--- config.mk ---
export PLATFORM = sky130hd
export DESIGN_NAME = fetch_unit
export DESIGN_NICKNAME = d
export VERILOG_FILES = /design/src/rtl/fetch_unit.sv
export SDC_FILE = /design/constraint.sdc
export NUM_CORES = 1
export LEC_CHECK = 0
export CORE_ASPECT_RATIO = 1.25
export CORE_UTILIZATION = 49
export DETAILED_ROUTE_END_ITERATION = 6
export PLACE_DENSITY = 0.75
export SLEW_MARGIN = 20
export SYNTH_ARGS = -nofsm -noshare
export SYNTH_HDL_FRONTEND = slang
export SYNTH_SLANG_ARGS = --single-unit
export TNS_END_PERCENT = 20
--- constraint.sdc ---
create_clock -name clk -period 2.09 [get_ports clk]
set_clock_uncertainty 0.05 [all_clocks]
set_input_delay 0.209 -clock clk [delete_from_list [all_inputs] [get_ports clk]]
set_output_delay 0.209 -clock clk [all_outputs]
set_load 0.01 [all_outputs]
--- src/rtl/fetch_unit.sv ---
`default_nettype none
// ============================================================================
// Module   : fetch_unit
// Purpose  : Instruction-fetch stage: fetch PC, 1-cycle imem, fetch queue.
// Revision : 1.0
// ============================================================================
module fetch_unit #(
  parameter int DATA_WIDTH    = 20,
  parameter int ADDRESS_WIDTH = 8,
  parameter int QUEUE_DEPTH   = 4,
  parameter int PC_LIMIT      = 'hfa,
  parameter int RESET_PC      = 0
) (
  input  logic                         clk,
  input  logic                         rst,
  input  logic                         redirect_valid,
  input  logic [ADDRESS_WIDTH-1:0]     redirect_pc,
  output logic                         imem_req,
  output logic [ADDRESS_WIDTH-1:0]     imem_addr,
  input  logic [DATA_WIDTH-1:0]        imem_data,
  output logic                         out_valid,
  input  logic                         out_ready,
  output logic [DATA_WIDTH-1:0]        out_instr,
  output logic [ADDRESS_WIDTH-1:0]     out_pc,
  output logic [$clog2(QUEUE_DEPTH):0] queue_count,
  output logic                         halted
);

  localparam int PTR_W = $clog2(QUEUE_DEPTH);
  localparam int CNT_W = PTR_W + 1;

  localparam logic [ADDRESS_WIDTH-1:0] c_pc_limit = ADDRESS_WIDTH'(PC_LIMIT);
  localparam logic [ADDRESS_WIDTH-1:0] c_pc_reset = ADDRESS_WIDTH'(RESET_PC);
  localparam logic [ADDRESS_WIDTH-1:0] c_pc_one   = ADDRESS_WIDTH'(1);
  localparam logic [PTR_W-1:0]         c_ptr_one  = PTR_W'(1);
  localparam logic [CNT_W-1:0]         c_cnt_one  = CNT_W'(1);
  localparam logic [CNT_W:0]           c_depth    = (CNT_W+1)'(QUEUE_DEPTH);

  logic [ADDRESS_WIDTH-1:0] r_fetch_pc;
  logic [ADDRESS_WIDTH-1:0] r_issued_pc;
  logic                     r_halted;
  logic                     r_inflight;
  logic                     r_kill;
  logic [PTR_W-1:0]         r_head;
  logic [PTR_W-1:0]         r_tail;
  logic [CNT_W-1:0]         r_count;
  logic [DATA_WIDTH-1:0]    r_instr_q [QUEUE_DEPTH];
  logic [ADDRESS_WIDTH-1:0] r_pc_q    [QUEUE_DEPTH];

  logic [CNT_W:0]           w_credit;
  logic                     w_issue;
  logic                     w_push;
  logic                     w_pop;
  logic [ADDRESS_WIDTH-1:0] w_redirect_pc;

  // Occupied plus in-flight slots: an issue is only made when its response is
  // guaranteed a free entry, so the queue can never overflow.
  assign w_credit      = {1'b0, r_count} + (CNT_W+1)'(r_inflight);
  assign w_issue       = !rst && !redirect_valid && !r_halted && (w_credit < c_depth);
  assign w_push        = r_inflight && !r_kill && !redirect_valid;
  assign w_pop         = out_valid && out_ready;
  assign w_redirect_pc = (redirect_pc > c_pc_limit) ? c_pc_limit : redirect_pc;

  always_ff @(posedge clk or posedge rst) begin
    if (rst) begin
      r_fetch_pc  <= c_pc_reset;
      r_issued_pc <= '0;
      r_halted    <= 1'b0;
      r_inflight  <= 1'b0;
      r_kill      <= 1'b0;
      r_head      <= '0;
      r_tail      <= '0;
      r_count     <= '0;
    end else begin
      r_kill     <= redirect_valid;
      r_inflight <= w_issue;
      if (redirect_valid) begin
        r_head     <= '0;
        r_tail     <= '0;
        r_count    <= '0;
        r_fetch_pc <= w_redirect_pc;
        r_halted   <= 1'b0;
      end else begin
        if (w_push) r_tail <= r_tail + c_ptr_one;
        if (w_pop)  r_head <= r_head + c_ptr_one;
        case ({w_push, w_pop})
          2'b10:   r_count <= r_count + c_cnt_one;
          2'b01:   r_count <= r_count - c_cnt_one;
          default: r_count <= r_count;
        endcase
        if (w_issue) begin
          r_issued_pc <= r_fetch_pc;
          if (r_fetch_pc == c_pc_limit) r_halted   <= 1'b1;
          else                          r_fetch_pc <= r_fetch_pc + c_pc_one;
        end
      end
    end
  end

  always_ff @(posedge clk) begin
    if (w_push) begin
      r_instr_q[r_tail] <= imem_data;
      r_pc_q[r_tail]    <= r_issued_pc;
    end
  end

  // Storage is not reset, so the head is masked whenever the queue is empty.
  assign out_valid   = (r_count != '0);
  assign out_instr   = out_valid ? r_instr_q[r_head] : '0;
  assign out_pc      = out_valid ? r_pc_q[r_head]    : '0;
  assign queue_count = r_count;
  assign imem_req    = w_issue;
  assign imem_addr   = r_fetch_pc;
  assign halted      = r_halted;

endmodule
`default_nettype wire

# Word-level counts from Yosys, hierarchy flattened
# Memory sizes are Yosys's and may differ from the RTL's.
# Cells that the tools add are included.
[op_classes]
magnitude_cmp = 2
bitwise_logic = 1
n_reduce_logical = 19
addsub = 6
n_eq_ne = 4
muxes = 17
[ops]
columns = ["cell", "n"]
rows = [
  ["8-bit two-way mux", 5],
  ["20-bit two-way mux", 1],
  ["8-bit by 1-bit adder with 8-bit output (second input constant)", 1],
  ["8-bit equality test (second input constant)", 1],
  ["8-bit greater-than comparator (second input constant)", 1],
  ["2-bit two-way mux", 4],
  ["2-bit nonzero test", 4],
  ["1-bit logical AND", 6],
  ["3-bit case mux with 2 select lines", 1],
  ["2-bit AND reduction", 3],
  ["3-bit nonzero test", 2],
  ["1-bit two-way mux", 5],
  ["2-bit by 1-bit adder with 2-bit output (second input constant)", 2],
  ["3-bit by 1-bit adder with 4-bit output", 1],
  ["1-bit logical NOT", 4],
  ["4-bit by 3-bit less-than comparator with 1-bit output (second input constant)", 1],
  ["3-bit by 1-bit adder with 3-bit output (second input constant)", 1],
  ["3-bit two-way mux", 1],
  ["3-bit by 1-bit subtractor with 3-bit output (second input constant)", 1],
  ["2-bit by 1-bit equality test with 1-bit output (second input constant)", 1],
  ["2-bit equality test (second input constant)", 1],
  ["2-bit inequality test (second input constant)", 1],
  ["1-bit NOT", 1],
]
[totals]
output_inout_bits = 42
memories = 2
reg_bits = 26
ram_bits = 112
[memory_table]
columns = ["memory", "depth", "word_bits", "rd", "rd_ports_with_merged_regs", "write_ports", "line_no", "rtl"]
rows = [
  ["r_instr_q", 4, 20, 1, 0, 1, "47", "logic [DATA_WIDTH-1:0] r_instr_q [QUEUE_DEPTH];"],
  ["r_pc_q", 4, 8, 1, 0, 1, "48", "logic [ADDRESS_WIDTH-1:0] r_pc_q [QUEUE_DEPTH];"],
]

# Depth between registers and ports, before layout
# Gate-level depths: netlist (run 1).
[logic_depth]
word_depth = 6
depth_mapped = 8
mapped_depth_nobuf = 7

# Worst setup path after synthesis (run 1)
# No wires, ideal clock.
[synth_timing]
path_type = "register -> register"
start = "reg r_count[0], in the netlist queue_count[0]"
end = "reg r_count[2], in the netlist queue_count[2]"
synth_period_minus_slack_ns = 2.023
required_ns = 1.915
path_buffers = 0
arrival_time_ns = 1.848
slack_ns = 0.067
setup_time_ns = 0.125
path_stages_with_launch = 7
path_cell_list = "dfrtp_1 -> o31ai_2 -> nor2_1 -> fa_1 -> nor3b_1 -> a21oi_1 -> mux2_2"
[synth_via]
elab_chain_cells = 5
[synth_lines]
columns = ["item", "line_no", "rtl"]
rows = [
  ["from (decl)", "46", "logic [CNT_W-1:0] r_count;"],
  ["from (signal assigned)", "87", "2'b10: r_count <= r_count + c_cnt_one;"],
  ["from (signal assigned)", "88", "2'b01: r_count <= r_count - c_cnt_one;"],
  ["from (signal assigned)", "89", "default: r_count <= r_count;"],
  ["parallel branches: the longest is 5 deep, another holds 3-bit by 1-bit subtractor with 3-bit output", "--", ""],
]
# Several ways; the timed one is not identified.
# A chain may end at the register's enable or synchronous reset.

# Worst setup path in the final report (run 1)
[layout_timing]
start = "reg r_head[0]"
end = "out out_pc[4]"
[layout_via]
elab_chain_cells = 2
[layout_lines]
columns = ["item", "line_no", "rtl"]
rows = [
  ["from (decl)", "44", "logic [PTR_W-1:0] r_head;"],
  ["from (signal assigned)", "85", "if (w_pop) r_head <= r_head + c_ptr_one;"],
  ["memory 4 x 8 bit", "--", ""],
  ["8-bit two-way mux", "110", "assign out_pc = out_valid ? r_pc_q[r_head] : '0;"],
  ["to (decl)", "24", "output logic [ADDRESS_WIDTH-1:0] out_pc,"],
]
# No other way between the ends.

==> impl_metrics.csv, run 1 <==
group,metric,value,unit
status,status,"complete, but fails checks",
status,violated_checks,"design-rule violations, negative setup slack",
grt,grt_pass1_wl,17600,um
synth,synth_top_area_cell,"edfxtp_1",
grt,globalRoute.totalOverflow,0,
setup_path,ordered_list_of_cells_on_the_worst_path,"buf_12 > buf_6 > mux4_2 > and2_4 > buf_6",
pwr,clkPwrFrac,0.318,
timing,rsz0062_at_grt,"yes",
setup_path,cp.buffers_inverters,3,
synth,synthesis.nets,350,
placed_design,portBuffers,73,
clocking,clock_sinks,138,
setup_path,path_depth,5,
final_layout,design.final.nets,474,
setup_path,critical_path_arrival,1.93,ns
drt,vias_per_cell,5.54,
floorplanning,design.die.area,11900,um2
setup_path,worst_path_largest_cell_delay,0.52,ns
setup_path,worst_setup_path_start_kind,"register",
synth,synth-edff-count,112,
final_layout,post_route_utilization,0.670,
floorplanning,die_y,122,um
final_layout,diodes,0,
synth,synth_ff_type,"edfxtp_1",
synth,postSynthRegisterBits,138,
clocking,cts.clk_slew.worst_paths,0.06,ns
run,max-cap-violations,0,
pwr,internal-power,6.97,mW
grt,global_route.usage.total,0.203,
floorplanning,floorplan.rows,43,
timing,postLayoutSetupSlackWorst,-0.0995,ns
synth,synth_cells,311,
clocking,tritoncts.num_buffers,17,
placed_design,place.detailed.hpwl,6500,um
setup_path,critPathMostFrequentCell,"buf_6",
synth,most_frequent_cell_after_synthesis,"edfxtp_1",
pwr,p_switching,2.43,mW
setup_path,worst_setup_path_end_kind,"output pin",
setup_path,crit_type,"reg -> out",
synth,synth.yosys.seq_area_share,0.716,
pwr,peakVddDrop,0.656,mV
clocking,clock_tree.buffer_depth,2,
drt,remaining_drc_errors,10,
setup_path,reg2regPathDepth,6,
synth,synthesis.area,5600,um2
clocking,tritoncts,"built",
pwr,netSwitchingFraction,0.259,
floorplanning,start_util,0.503,
timing,finalMaxSlewViolations,0,
setup_path,biggest_fanout_along_the_worst_timing_path,6,
drt,drt_pre_antenna_iters,7,
clocking,cts.root.buffer_cell,"clkbuf_16",
floorplanning,die_w,97.6,um
pwr,p_leak,2.77,nW
drt,wl_per_cell,18.9,um
drt,drtIter0Drc,158,
clocking,worstSkewPairLatency,0.41,ns
worst_hold_path,min_path_type,"in -> async",
timing,max_slew_margin,0.637,
synth,count_of_synthesis_stage_warnings_from_yosys,0,
drt,total_length_of_routed_wires,11000,um
synth,asyncSetResetFlopFracSynth,0.188,
final_layout,drive_above_1_share,0.346,
placed_design,dpl_worst_slack,0.0259,ns
synth,synth.avg_cell_area,18.0,um2
synth,synth_top_cell_area_share,0.600,
setup_path,required,1.83,ns
pwr,power.combinational.fraction,0.322,
placed_design,gp_congestion,0.802,
timing,final.period_utilization,1.05,
synth,synth.cells.most_frequent,"112 x edfxtp_1, 35 x and2_1, 28 x mux4_2, 26 x dfrtp_1, 13 x nor2_1",
grt,grt_max_degree,32,
clocking,cts_max_level,4,
final_layout,area_overhead_vs_synth,33.2,%
grt,grt_antenna_before_repair,0,
timing,timing.final.crit_period,2.19,ns
timing,hold_violations,0,
floorplanning,num_io_pins,74,
setup_path,critPathTopFamily,"multiplexers",
synth,synth_cell_types,35,
pwr,finalPower,9.40,mW
synth,synth_top_cells_by_area,"edfxtp_1 60%, dfrtp_1 12%, mux4_2 11%, and2_1 3.9%, mux2_2 1.6%",
grt,number_of_global_route_vias_before_repair,3379,
timing,worst_slack_on_hold_paths,0.190,ns
pwr,power_density,1260,nW/um2
floorplanning,core_area,11100,um2
drt,detail-route-antenna-nets,0,
timing,setup_viol_count_final,26,
timing,worst-slew-pin-transition,0.540,ns
drt,route.vias.total,3231,
setup_path,crit_path_top_delay_cell,"mux4_2",
timing,maximum_achievable_frequency,457,MHz
pwr,p_seq_frac,0.360,
repair_timing:
action | CTS | global route
pin swaps | 25 | 3
resized for setup | 133 | 20
hold buffers | 0 | 0
cloned | 1 | 0
setup buffers | 23 | 1
endpoints found under the setup margin | 30 | 28
layout by cell type (no fill, tap or decap), types with 4 or more instances in the layout:
| cell | count |
|---|---|
| edfxtp_1 | 112 |
| buf_6 | 22 |
| inv_1 | 5 |
| clkinv_2 | 4 |
| clkbuf_16 | 17 |
| clkdlybuf4s50_1 | 43 |
| ha_1 | 6 |
| buf_2 | 17 |
| dfrtp_1 | 25 |
| buf_4 | 28 |
| xor2_1 | 7 |
| nor2_1 | 13 |
| and2_1 | 23 |
| mux2_2 | 8 |
| buf_12 | 6 |
| and2_4 | 12 |
| mux4_2 | 28 |
| nand3_1 | 6 |
| o21ai_0 | 8 |
| nand2_1 | 8 |
| nand4_1 | 6 |
sequential cells by signal, summed over array words and instances (netlist names):
signal,flops
r_pc_q,32
queue_count,3
imem_addr,8
r_kill,1
halted,1
r_inflight,1
r_instr_q,80
r_issued_pc,8
r_head,2
r_tail,2
power groups by stage:
stage / sequential, mW / clock (mW) / combinational (mW)
2_1_floorplan: 3.40 / 0 / 1.34
3_3_place_gp: 3.41 / 0 / 2.62
3_5_place_dp: 3.42 / 0 / 2.66
4_1_cts: 3.38 / 3.02 / 2.91
5_1_grt: 3.40 / 3.14 / 3.27
6_report: 3.38 / 2.99 / 3.03
metrics by stage:
stage | setup TNS (ns) | std cells | area [um2]
3_5_place_dp | 0 | 528 | 6690
4_1_cts | -2.49 | 583 | 7410
2_1_floorplan | 0 | 311 | 5600
6_report | -1.41 | 583 | 7460
5_1_grt | -3.16 | 583 | 7460
3_3_place_gp | 0 | 528 | 6690
worst register-to-register path, stage by stage, from the launching register on:
cell and delay [ns]:
dfrtp_1 0.40, o31ai_2 0.29, nor2_1 0.10, fa_1 0.39, nor3b_1 0.21, a21oi_1 0.07, mux2_2 0.27
cells by family (layout without fill, tap and decap cells):
logic type	after synthesis	count (layout)	share of synthesized area
fa+ha+maj	7	7	0.0170
buf+inv	19	156	0.0152
flops	138	138	0.716
compound gates	17	17	0.0199
simple gates	83	83	0.0851
mux	39	39	0.134
xor+xnor	8	8	0.0125
layer usage:
layer / vias up / GRT usage / part of all wire
met5: - / 0 / 0
met4: 0 / 0.0975 / 0.023
met3: 21 / 0.0488 / 0.042
met2: 109 / 0.360 / 0.54
met1: 1650 / 0.232 / 0.40
li1: 1451 / - / -
layout make-up:
cell class                      count  area, um2
Clock buffer                       23        478
Multi-Input combinational cell    154       1530
Timing Repair Buffer              119       1130
Inverter                            5       18.8
Tap cell                          135        169
Sequential cell                   138       4020
Fill cell                         764       3670
Clock inverter                      9        121
worst paths after layout:
check / from / endpoint / slack [ns]
worst min-delay path: rst / queue_count[2] / 0.19
min in group clk: redirect_pc[0] / imem_addr[0] / 0.34
max in group asynchronous: rst / r_head[0] / 1.53
worst max register to register: queue_count[0] / queue_count[2] / 0.20
worst min register to register: r_issued_pc[3] / r_pc_q[3][3] / 0.46
worst max-delay path: r_head[0] / out_pc[4] / -0.1
No activity file was read; power rests on OpenSTA's default activity.
==> run 2: changes to the inputs <==
--- a/config.mk
+++ b/config.mk
@@ -5,7 +5,7 @@
 export SDC_FILE = /design/constraint.sdc
 export NUM_CORES = 1
 export LEC_CHECK = 0
-export CORE_ASPECT_RATIO = 1.25
+export CORE_ASPECT_RATIO = 0.75
 export CORE_UTILIZATION = 49
 export DETAILED_ROUTE_END_ITERATION = 6
 export PLACE_DENSITY = 0.75
==> constraint.sdc (replaced) <==
create_clock -name clk -period 2.09 [get_ports clk]
set_clock_uncertainty 0.05 [all_clocks]
set_input_delay 0.209 -clock clk [delete_from_list [all_inputs] [get_ports clk]]
set_output_delay 0.209 -clock clk [all_outputs]
set_load 0.005 [all_outputs]
==> impl_metrics.csv, run 2 (synthesis gave the netlist of run 1 again) <==
group,metric,value,unit
grt,number_of_global_route_vias_before_repair,3297,
clocking,tritoncts,"built",
timing,timing.final.crit_period,2.21,ns
grt,globalRoute.totalOverflow,0,
clocking,cts_max_level,4,
setup_path,required,1.83,ns
worst_hold_path,min_path_type,"in -> async",
clocking,cts.clk_slew.worst_paths,0.06,ns
drt,wl_per_cell,19.8,um
floorplanning,start_util,0.508,
timing,finalMaxSlewViolations,0,
setup_path,timing.reg2reg.setup_slack,0.11,ns
floorplanning,die_w,125,um
final_layout,area_overhead_vs_synth,34.9,%
floorplanning,design.die.area,11900,um2
floorplanning,floorplan.rows,33,
timing,worst-slew-pin-transition,0.717,ns
timing,postLayoutSetupSlackWorst,-0.116,ns
status,violated_checks,"design-rule violations, negative setup slack",
floorplanning,die_y,94.6,um
timing,rsz0062_at_grt,"yes",
final_layout,diodes,0,
pwr,power_density,1270,nW/um2
final_layout,drive_above_1_share,0.357,
clocking,clock_sinks,138,
setup_path,worst_setup_path_end_kind,"output pin",
pwr,peakVddDrop,1.12,mV
timing,timing.setup.tns,-1.26,ns
timing,setup_viol_count_final,16,
timing,max_slew_margin,0.518,
clocking,clock_tree.buffer_depth,2,
drt,remaining_drc_errors,7,
timing,final.period_utilization,1.06,
setup_path,critical_path.startpoint,"r_head[0]",
drt,drtIter0Drc,184,
final_layout,layout_top_registers,"r_instr_q x80, r_pc_q x32",
grt,global_route.usage.total,0.212,
run,max-cap-violations,0,
final_layout,post_route_utilization,0.686,
pwr,p_leak,2.75,nW
timing,hold_violations,0,
final_layout,fillerInstances,730,
setup_path,reg2regPathDepth,6,
drt,drt_pre_antenna_iters,7,
setup_path,biggest_fanout_along_the_worst_timing_path,4,
clocking,tritoncts.num_buffers,17,
grt,grt_antenna_before_repair,0,
grt,grt_max_degree,32,
setup_path,capture_point_of_the_worst_reg_to_reg_path,"queue_count[2]",
grt,grt_pass1_wl,18000,um
placed_design,place.detailed.hpwl,6460,um
floorplanning,num_io_pins,74,
setup_path,critical_path_arrival,1.95,ns
final_layout,top_register_by_number_of_flip_flops,"r_instr_q",
setup_path,worst_setup_path_start_kind,"register",
clocking,cts.root.buffer_cell,"clkbuf_16",
setup_path,r2r-start,"queue_count[0]",
status,status,"complete, but fails checks",
drt,total_length_of_routed_wires,11400,um
floorplanning,core_area,11000,um2
final_layout,final_design_area_no_fill,7560,um2
clocking,worstSkewPairLatency,0.41,ns
drt,route.vias.total,3143,
drt,vias_per_cell,5.45,
final_layout,largest_register_ff_count,80,
placed_design,post_dp_cell_area,6710,um2
final_layout,layout.cells.most_common,"edfxtp_1",
final_layout,design.final.nets,464,
placed_design,gp_congestion,0.775,
clocking,cts-hold-fix-buffers,0,
drt,detail-route-antenna-nets,0,
setup_path,crit_type,"reg -> out",
placed_design,portBuffers,73,
final_layout,mostFrequentLayoutCells,"112 x edfxtp_1, 43 x clkdlybuf4s50_1, 28 x mux4_2",
timing,worst_slack_on_hold_paths,0.199,ns
timing,maximum_achievable_frequency,453,MHz
## run 2: how the worst max path moves through the flow
stage                                end  slack (ns)  cells after the start
after CTS                   out_instr[0]       -0.09                      6
after floorplan           queue_count[2]        0.09                      6
final                      out_instr[14]       -0.12                      6
after global placement    queue_count[2]        0.02                      7
after detailed placement  queue_count[2]       -0.04                      7
after global routing        out_instr[7]       -0.16                      6
## run 2: metrics by stage
stage	power, mW	cells	setup slack (ns)
after detailed placement	5.97	534	-0.0383
after global routing	10.0	577	-0.157
after global placement	5.92	534	0.0228
after floorplan	4.58	311	0.0927
after CTS	9.52	578	-0.0939
final	9.62	577	-0.116
## run 2: final cells by class
class,instances,area (um2),area share
Clock inverter,12,150,0.0199
Timing Repair Buffer,109,1200,0.159
Clock buffer,19,433,0.0573
Inverter,5,18.8,0.00248
Multi-Input combinational cell,154,1560,0.207
Sequential cell,138,4020,0.531
Tap cell,140,175,0.0232
## run 2: where the power goes
group          switching, mW  total [mW]  internal (mW)
registers              0.177        3.38           3.20
clock network           1.10        2.96           1.86
logic                   1.20        3.28           2.07
total                   2.48        9.62           7.14
## run 2: worst max-delay path, cell delays in order (launching register included)
cell     delay (ns)
dfrtp_2        0.40
buf_6          0.13
buf_12         0.11
buf_16         0.11
mux4_2         0.52
and2_4         0.16
buf_6          0.11
## run 2: metal layers
layer | global-route usage | vias up | share of wire
met5 | 0 | - | 0
met4 | 0.0752 | 0 | 0.011
met3 | 0.0606 | 11 | 0.047
met2 | 0.346 | 81 | 0.51
met1 | 0.276 | 1620 | 0.44
li1 | - | 1431 | -
## run 2: what timing repair did
| item | 4_1_cts | 5_1_grt |
|---|---|---|
| setup buffers | 9 | 0 |
| cloned | 4 | 0 |
| setup endpoints to repair | 30 | 28 |
| gates resized for setup | 151 | 15 |
| pin swaps | 24 | 0 |
